<file path="src/rtl/npu_vec_loader.sv">
// Serial-to-parallel vector loader feeding the NPU core: double-buffered (fill + output) with valid/ready on both sides.
// Optional framing check on s_last is enabled by defining NPU_VEC_LOADER_LAST_CHECK_EN.
`ifndef N
`define N 4
`endif
`ifndef DATA_WIDTH
`define DATA_WIDTH 8
`endif

module npu_vec_loader #(
   parameter int IN_N       = `N,
   parameter int DATA_WIDTH = `DATA_WIDTH,
   localparam int CNT_W     = (IN_N > 1) ? $clog2(IN_N) : 1
) (
   input  logic                                clk,
   input  logic                                rst_n,
   input  logic                                s_valid,
   output logic                                s_ready,
   input  logic signed [DATA_WIDTH-1:0]        s_data,
   input  logic                                s_last,
   output logic signed [IN_N-1:0][DATA_WIDTH-1:0] vec_out,
   output logic                                vec_valid,
   input  logic                                vec_ready,
   output logic                                frame_err
);

   localparam logic [CNT_W-1:0] LAST_IDX = CNT_W'(IN_N - 1);

   logic [CNT_W-1:0]                  idx_q, idx_d;
   logic [IN_N-1:0][DATA_WIDTH-1:0]   fill_q, fill_d;
   logic [IN_N-1:0][DATA_WIDTH-1:0]   out_q, out_d;
   logic [IN_N-1:0][DATA_WIDTH-1:0]   fill_w_s;
   logic                              vec_valid_q, vec_valid_d;
   logic                              pending_q, pending_d;
   logic                              frame_err_q, frame_err_d;
   logic                              accept_s;
   logic                              at_end_s;
   logic                              complete_s;
   logic                              slot_free_s;

   // Next-state logic: element capture, vector hand-off and output handshake.
   always_comb begin
      idx_d       = idx_q;
      fill_d      = fill_q;
      out_d       = out_q;
      vec_valid_d = vec_valid_q;
      pending_d   = pending_q;
      frame_err_d = frame_err_q;

      accept_s    = s_valid && !pending_q;
      at_end_s    = (idx_q == LAST_IDX);
      complete_s  = accept_s && at_end_s;
      slot_free_s = !vec_valid_q || vec_ready;

      // Fill buffer including the element arriving this cycle, so a completing vector is forwarded whole.
      fill_w_s         = fill_q;
      fill_w_s[idx_q]  = s_data;

      if (accept_s) begin
         fill_d = fill_w_s;
         idx_d  = at_end_s ? '0 : (idx_q + CNT_W'(1));
      end else begin
         fill_d = fill_q;
      end

`ifdef NPU_VEC_LOADER_LAST_CHECK_EN
      if (accept_s && s_last && !at_end_s) begin
         idx_d       = '0;
         frame_err_d = 1'b1;
      end else if (complete_s && !s_last) begin
         frame_err_d = 1'b1;
      end else begin
         frame_err_d = frame_err_q;
      end
`else
      frame_err_d = 1'b0;
`endif

      if (pending_q) begin
         if (slot_free_s) begin
            out_d       = fill_q;
            vec_valid_d = 1'b1;
            pending_d   = 1'b0;
         end else begin
            pending_d   = 1'b1;
         end
      end else if (complete_s) begin
         if (slot_free_s) begin
            out_d       = fill_w_s;
            vec_valid_d = 1'b1;
         end else begin
            pending_d   = 1'b1;
         end
      end else if (vec_valid_q && vec_ready) begin
         vec_valid_d = 1'b0;
      end else begin
         vec_valid_d = vec_valid_q;
      end
   end

   // State registers with synchronous active-low reset.
   always_ff @(posedge clk) begin
      if (!rst_n) begin
         idx_q       <= '0;
         fill_q      <= '0;
         out_q       <= '0;
         vec_valid_q <= 1'b0;
         pending_q   <= 1'b0;
         frame_err_q <= 1'b0;
      end else begin
         idx_q       <= idx_d;
         fill_q      <= fill_d;
         out_q       <= out_d;
         vec_valid_q <= vec_valid_d;
         pending_q   <= pending_d;
         frame_err_q <= frame_err_d;
      end
   end

   assign s_ready   = !pending_q;
   assign vec_out   = out_q;
   assign vec_valid = vec_valid_q;

`ifdef NPU_VEC_LOADER_LAST_CHECK_EN
   assign frame_err = frame_err_q;
`else
   logic unused_last_s;
   assign unused_last_s = s_last ^ frame_err_q;
   assign frame_err     = 1'b0;
`endif

endmodule

</file>
<file path="config.mk">
export PLATFORM = sky130hd
export DESIGN_NAME = npu_vec_loader
export DESIGN_NICKNAME = d
export VERILOG_FILES = /design/src/rtl/npu_vec_loader.sv
export SDC_FILE = /design/constraint.sdc
export NUM_CORES = 1
export LEC_CHECK = 0
export CAP_MARGIN = 20
export CORE_MARGIN = 1
export CORE_UTILIZATION = 30
export CTS_CLUSTER_DIAMETER = 150
export CTS_CLUSTER_SIZE = 12
export DETAILED_ROUTE_END_ITERATION = 8
export PLACE_DENSITY = 0.5
export SLEW_MARGIN = 20
export SYNTH_ARGS = -nofsm -noshare
export SYNTH_HDL_FRONTEND = slang
export SYNTH_SLANG_ARGS = --single-unit
</file>
<file path="constraint.sdc">
create_clock -name clk -period 2.03 [get_ports clk]
set_input_delay 0.5075 -clock clk [delete_from_list [all_inputs] [get_ports clk]]
set_output_delay 0.5075 -clock clk [all_outputs]
set_load 0.005 [all_outputs]
</file>
==> summary.txt, run 1 <==
Run status
  • Run status: completed

Timing
  • # setup viols final: 0
  • RSZ-0062 raised after global routing: false
  • Post-Route Setup TNS: 0 ps
  • Minimum clock period after layout: around 1700 ps
  • Final Max Slew Viols: 0
  • Highest attainable clock frequency: 0.581 GHz
  • Total count of hold-check failures in the final report: 0
  • Maximum clock skew at final layout: 11.7 ps
  • Crit share post-route: 0.848

Global route
  • Via count of the first global-routing pass: roughly 2400
  • Combined global-route utilization of all metal layers: 0.150
  • Number of antenna violations at the first check in global routing: 0
  • Global-route wire length before repair: 12.7 mm
  • Pin count of the biggest net entering global routing: 69
  • Global route overflow: 0

Drt
  • Violation count after the first detailed-routing iteration: 119
  • Number of nets still failing antenna checks after routing: 0
  • Total Wirelength: approximately 7.6 mm
  • Pre-antenna DRT Iters: 4
  • Total via count in the routed design: 2410
  • Vias per Instance: 4.77
  • Average routed wire per standard cell: ~15 microns
  • Number of remaining DRC errors: 0

Power and ir drop
  • Power after layout: approximately 0.0027 W
  • Power dissipated by switching net loads: 0.000710 W
  • Portion of total power attributed to sequential cells: 0.508
  • Clk pwr share: 0.360
  • Cell internal power dissipation: roughly 0.0020 W
  • Power density over the cells: 702 nW/um^2
  • Switching power as a share of total power: 0.259
  • Cell leakage power: 1.29 nW
  • Combinational group share of total power: 0.132
  • Highest ir drop seen on vdd: 0.000360 V

Layout
  • Area taken by multi-input logic gates: 1530 sq um
  • Final Net Count: a little under 400
  • Growth of design area from synthesis to finish: 25.3%
  • Final antenna diode count: 0
  • Share of final-layout standard cells stronger than drive strength 1: 0.183
  • Fill count: 1023
  • Footprint of the flip-flops and latches: around 1400 sq um
  • Post-Layout Inst Area: between 3000 and 4000 sq um

Place
  • Final RePlAce weighted congestion: between 0.7 and 0.8
  • HPWL after detailed placement: 4.92 mm
  • Number of I/O port buffers: 45
  • Placement-stage cell area: 3740 sq um

Synthesis
  • Top cells by instance count after synthesis: sky130_fd_sc_hd__dfxtp_1, sky130_fd_sc_hd__a21oi_1, sky130_fd_sc_hd__mux2i_1
  • Most frequent cell after synthesis: sky130_fd_sc_hd__dfxtp_1
  • Share of synthesized registers carrying an async set or reset: 0
  • Syn Inst Count: 329
  • Number of distinct library cells after synthesis: 24
  • Register bit total from synthesis: 68
  • Post-synthesis net count: 347
  • Cell type with the highest aggregate area in the netlist: sky130_fd_sc_hd__dfxtp_1
  • Dominant cells by area after synthesis: sky130_fd_sc_hd__dfxtp_1, sky130_fd_sc_hd__a211oi_2, sky130_fd_sc_hd__mux2i_1
  • Proportion of netlist area held by the largest area contributor: 0.437
  • Sequential element share of the synthesized area: 0.437
  • Average cell area after synthesis: 9.47 sq um
  • Cell Area, Synth: around 3100 sq um
  • Count of flip-flops with a built-in enable after synthesis: 0
  • Count of warnings emitted by yosys: 0
  • Most instantiated flip-flop cell in the synthesis netlist: sky130_fd_sc_hd__dfxtp_1

Floorplan
  • Area of the core region: 9910 sq um
  • Die footprint: 10800 sq um
  • Die width: 104 microns
  • Io pins: 48
  • Vertical die dimension: slightly above 100 microns
  • Cell Rows: 36
  • Initial core utilization: 0.314

CTS
  • Worst-skew pair later-pin latency: roughly 340 ps
  • Count of buffers added by post-CTS timing repair for setup: 0
  • Clock Path Buffers: 2
  • Number of buffers created by CTS: 9
  • CTS Hold Buffers Added: 0
  • Number of sinks driven by the clock tree: 68
  • Maximum level of the CTS H-tree: 3
  • Worst-path clk slew: 70 ps
  • Total of cells resized after clock tree synthesis: 0
  • CTS tree: yes
  • Clock Tree Root: sky130_fd_sc_hd__clkbuf_8

Setup path
  • CP Capture Type: output port
  • Cell family with most CP delay: buffers and inverters
  • Arr. time, crit path: 1210 ps
  • Largest fanout on the critical path: 2
  • Chain of cells forming the critical path: inv_1 > clkdlybuf4s50_1
  • Cell with the biggest individual delay on the critical path: sky130_fd_sc_hd__clkdlybuf4s50_1
  • CP Buf/Inv Count: 2
  • Startpoint of the worst-slack reg-to-reg timing path: idx_q[0]
  • Critical path data required time: 1520 ps
  • Startpoint of the worst setup timing path: pending_q
  • CP Class: register to output port
  • Longest individual stage delay on the worst path: 490 ps
  • Worst Setup Start Kind: register

Worst hold path
  • Hold path start: fill_q[27]
  • Tightest Hold Check Type: register to register

Run
  • Number of maximum-capacitance constraint violations: 0
-- power groups by stage --
| stage | clock (W) | sequential (W) | combinational, W |
|---|---|---|---|
| 6_report | 0.000987 | 0.00139 | 0.000361 |
| 3_3_place_gp | 0 | 0.00142 | 0.000360 |
| 2_1_floorplan | 0 | 0.00142 | 0.000251 |
| 5_1_grt | 0.00109 | 0.00140 | 0.000397 |
| 4_1_cts | 0.00103 | 0.00139 | 0.000366 |
| 3_5_place_dp | 0 | 0.00142 | 0.000362 |
-- worst min-delay path, stage by stage, from the launching register on --
cell and delay [ps]:
sky130_fd_sc_hd__dfxtp_1 310, sky130_fd_sc_hd__nand2_1 50, sky130_fd_sc_hd__a21oi_1 50
-- path summary, 6_finish.rpt --
kind	end	slack (ps)	depth (start not counted)
max	s_ready	310	2
min	fill_q[27]	450	2
max reg2reg	vec_out[31]	430	5
min reg2reg	fill_q[27]	450	2
-- metrics by stage --
| step | std cells | hold WS, ps | utilization | setup WS (ps) |
|---|---|---|---|---|
| after floorplan | 329 | 436 | - | 535 |
| after global placement | 490 | 441 | 0.377 | 116 |
| after detailed placement | 490 | 446 | 0.377 | 108 |
| after CTS | 505 | 455 | 0.394 | 272 |
| after global routing | 505 | 476 | 0.394 | 240 |
| final | 505 | 454 | 0.394 | 308 |
-- final cells by class --
class	count	share of cell area
clock buffers	13	0.0407
clock inverters	2	0.00256
inverters	4	0.00384
multi-input cells	218	0.391
flip-flops and latches	68	0.349
well taps	133	0.0426
repair buffers	67	0.170
-- flip-flops by register name, summed over array words and instances (netlist names) --
signal	count
pending_q	1
idx_q	2
fill_q	32
vec_out	32
vec_valid	1
-- placed cells by master, fill, tap and decap left out, types with 3 or more instances in the layout --
master / n
sky130_fd_sc_hd__dfxtp_1: 68
sky130_fd_sc_hd__a21oi_1: 64
sky130_fd_sc_hd__clkdlybuf4s50_1: 45
sky130_fd_sc_hd__mux2i_1: 36
sky130_fd_sc_hd__a211oi_2: 30
sky130_fd_sc_hd__nand3_1: 30
sky130_fd_sc_hd__nand2_1: 30
sky130_fd_sc_hd__buf_4: 18
sky130_fd_sc_hd__clkbuf_8: 11
sky130_fd_sc_hd__nor2_1: 5
sky130_fd_sc_hd__nand3b_1: 5
sky130_fd_sc_hd__ha_1: 5
sky130_fd_sc_hd__nor2b_1: 4
sky130_fd_sc_hd__buf_12: 4
sky130_fd_sc_hd__inv_1: 3
-- kinds of logic after synthesis --
kind of cell,count (synthesis),share of synthesized area
AO/OA/AOI/OAI,97,0.231
AND/OR/NAND/NOR,79,0.122
flip-flops,68,0.437
buffers and inverters,43,0.0731
multiplexers,36,0.116
adder cells (fa/ha/maj),5,0.0201
other,1,0.00120
-- metal layers --
layer  vias up  track usage  routed length (microns)
met4         0       0.0367                       57
met5         -            0                        0
met3         5       0.0432                      305
met1      1122        0.210                     3940
met2        50        0.226                     3300
li1       1233            -                        -
Power figures use the tool's default switching activity.
==> run 2: changes to the inputs <==
==> constraint.sdc (replaced) <==
create_clock -name clk -period 1.74 [get_ports clk]
set_input_delay 0.435 -clock clk [delete_from_list [all_inputs] [get_ports clk]]
set_output_delay 0.435 -clock clk [all_outputs]
set_load 0.005 [all_outputs]
==> run 2 against run 1 <==
Against the previous run: cell count rose by 2.6%; register-to-register slack got worse by 290 ps; cell area rose by 5.5%; global-route usage barely moved; largest cell class unchanged; clock power rose by 35%.
==> summary.txt, run 2 (synthesis gave the netlist of run 1 again) <==
Run status
  • Run status: completed

Setup path
  • R2R depth: 6 (+1)
  • CP Capture Type: output port
  • Largest fanout on the critical path: 7 (+5)
  • CP Class: register to output port
  • Arr. time, crit path: 1240 ps (+30 ps)
  • Startpoint of the worst-slack reg-to-reg timing path: idx_q[0]
  • Endpoint of the most critical register-to-register path: vec_out[23]
  • Worst Setup Start Kind: register
  • Critical path data required time: 1300 ps (-220 ps)
  • Startpoint of the worst setup timing path: pending_q
  • Worst reg-to-reg setup slack: 140 ps (-290 ps)

Floorplan
  • Initial core utilization: 0.314 (unchanged)
  • Die footprint: 10800 sq um (unchanged)
  • Die width: 104 microns (unchanged)
  • Area of the core region: 9910 sq um (unchanged)
  • Cell Rows: 36 (unchanged)
  • Vertical die dimension: 104 microns (unchanged)
  • Io pins: 48 (unchanged)

Layout
  • Fill count: 1002 (-2.1%)
  • Post-Layout Inst Area: 4120 sq um (+5.5%)
  • Growth of design area from synthesis to finish: 32.2%
  • Final Net Count: 398 (+3.1%)
  • Final antenna diode count: 0 (unchanged)
  • Post-layout util: 0.416 (+0.0217)
  • Most common cell after layout, fill and taps aside: sky130_fd_sc_hd__dfxtp_1
  • Share of final-layout standard cells stronger than drive strength 1: 0.218 (+0.0354)
  • Most frequent cells in the layout: sky130_fd_sc_hd__dfxtp_1, sky130_fd_sc_hd__a21oi_1, sky130_fd_sc_hd__clkdlybuf4s50_1, sky130_fd_sc_hd__mux2i_1

Drt
  • Routed wire length on met3: 278 microns (-8.9%)
  • Total Wirelength: 7.64 mm (+0.41%)
  • Number of nets still failing antenna checks after routing: 0 (unchanged)
  • Violation count after the first detailed-routing iteration: 95 (-20%)
  • Top layer reached by signal wires: met4
  • Total via count in the routed design: 2470 (+2.5%)
  • Wire length on met1: 3.95 mm (+0.18%)
  • Number of remaining DRC errors: 0 (unchanged)
  • Vias per Instance: 4.77 (about the same)
  • Average routed wire per standard cell: 14.7 microns (-2.1%)
  • Pre-antenna DRT Iters: 5 (+1)
  • Routed met2 length: 3.31 mm (+0.21%)

CTS
  • Number of buffers created by CTS: 9 (unchanged)
  • Worst-path clk slew: 70 ps (about the same)
  • Maximum level of the CTS H-tree: 3 (unchanged)
  • Clock Tree Root: sky130_fd_sc_hd__clkbuf_8
  • Worst-skew pair later-pin latency: 340 ps (about the same)
  • Count of buffers added by post-CTS timing repair for setup: 0 (unchanged)
  • CTS tree: yes
  • Clock Path Buffers: 2 (unchanged)
  • CTS Hold Buffers Added: 0 (unchanged)
  • Number of sinks driven by the clock tree: 68 (unchanged)

Power and ir drop
  • Highest ir drop seen on vdd: 0.000391 V (+8.5%)
  • Power density over the cells: 830 nW/um^2 (+18%)
  • Cell leakage power: 1.40 nW (+8.1%)
  • Power after layout: 0.00342 W (+25%)

Global route
  • Combined global-route utilization of all metal layers: 0.150 (-0.000248)
  • Number of antenna violations at the first check in global routing: 0 (unchanged)
  • Via count of the first global-routing pass: 2448 (+1.9%)
  • Global-route wire length before repair: 12.7 mm (-0.22%)
  • Pin count of the biggest net entering global routing: 29 (-58%)
  • Global route overflow: 0 (unchanged)

Place
  • Final RePlAce weighted congestion: 0.743 (-2.1%)
  • Number of I/O port buffers: 45 (unchanged)
  • Placement-stage cell area: 3910 sq um (+4.8%)
  • HPWL after detailed placement: 5.20 mm (+5.8%)

Timing
  • RSZ-0062 raised after global routing: false
  • Crit share post-route: 0.962
  • Highest attainable clock frequency: 0.598 GHz
  • # setup viols final: 0 (unchanged)
  • Maximum clock skew at final layout: 6.23 ps (-5.45 ps)
  • Total count of hold-check failures in the final report: 0 (unchanged)
  • Minimum clock period after layout: 1670 ps
  • Final Max Slew Viols: 0 (unchanged)

Worst hold path
  • Instance count along the most critical hold path: 2 (unchanged)
  • Tightest Hold Check Type: register to register
  • Hold path start: fill_q[17]
  • Worst hold endpoint: fill_q[17]

Run
  • Number of maximum-capacitance constraint violations: 0 (unchanged)
## run 2: layout make-up
type,count,area [sq um],area share
multi-input cells,218,1530,0.371
flip-flops and latches,68,1360,0.331
clock buffers,12,155,0.0377
inverters,4,15.0,0.00364
repair buffers,79,843,0.205
well taps,133,166,0.0404
clock inverters,4,47.5,0.0115
## run 2: stage by stage
| step | hold WS (ps) | worst slack (ps) | std cells | TNS (ps) |
|---|---|---|---|---|
| floorplan | 436 | 245 | 329 | 0 |
| global placement | 440 | -38.0 | 502 | -1070 |
| detailed placement | 446 | -57.1 | 502 | -1140 |
| CTS | 455 | 35.3 | 518 | 0 |
| global route | 469 | 4.25 | 518 | 0 |
| finish | 453 | 66.8 | 518 | 0 |
## run 2: how the worst max path moves through the flow
| stage | to | slack [ps] |
|---|---|---|
| global route | s_ready | 4 |
| finish | s_ready | 70 |
| detailed placement | vec_out[20] | -60 |
| global placement | vec_out[21] | -40 |
| CTS | s_ready | 40 |
| floorplan | vec_out[21] | 250 |
## run 2: critical path, stage by stage (launching register included)
cell,delay [ps]
sky130_fd_sc_hd__dfxtp_2,360
sky130_fd_sc_hd__inv_1,60
sky130_fd_sc_hd__clkdlybuf4s50_1,480
## run 2: timing repair
item | 4_1_cts | 5_1_grt
endpoints found under the setup margin | 1 | 6
pin swaps | 0 | 0
resized for setup | 1 | 1
## run 2: power by group
| group | switching (W) | leakage (nW) | internal, W |
|---|---|---|---|
| Sequential | 0.0000242 | 0.551 | 0.00160 |
| Clock | 0.000592 | 0.102 | 0.000736 |
| Combinational | 0.000245 | 0.746 | 0.000221 |
## run 2: routing by layer
| metal | global-route usage | vias to the layer above |
|---|---|---|
| met1 | 0.206 | 1152 |
| met3 | 0.0351 | 9 |
| li1 | - | 1256 |
| met2 | 0.229 | 53 |
| met5 | 0 | - |
| met4 | 0.0520 | 0 |
==> run 3: changes to the inputs <==
--- a/config.mk
+++ b/config.mk
@@ -5,6 +5,7 @@
 export SDC_FILE = /design/constraint.sdc
 export NUM_CORES = 1
 export LEC_CHECK = 0
+export ABC_CLOCK_PERIOD_IN_PS = 1740
 export CAP_MARGIN = 20
 export CORE_MARGIN = 1
 export CORE_UTILIZATION = 30
==> results of run 3 <==
Final layout, timing and power as in run 2 (identical DEF).
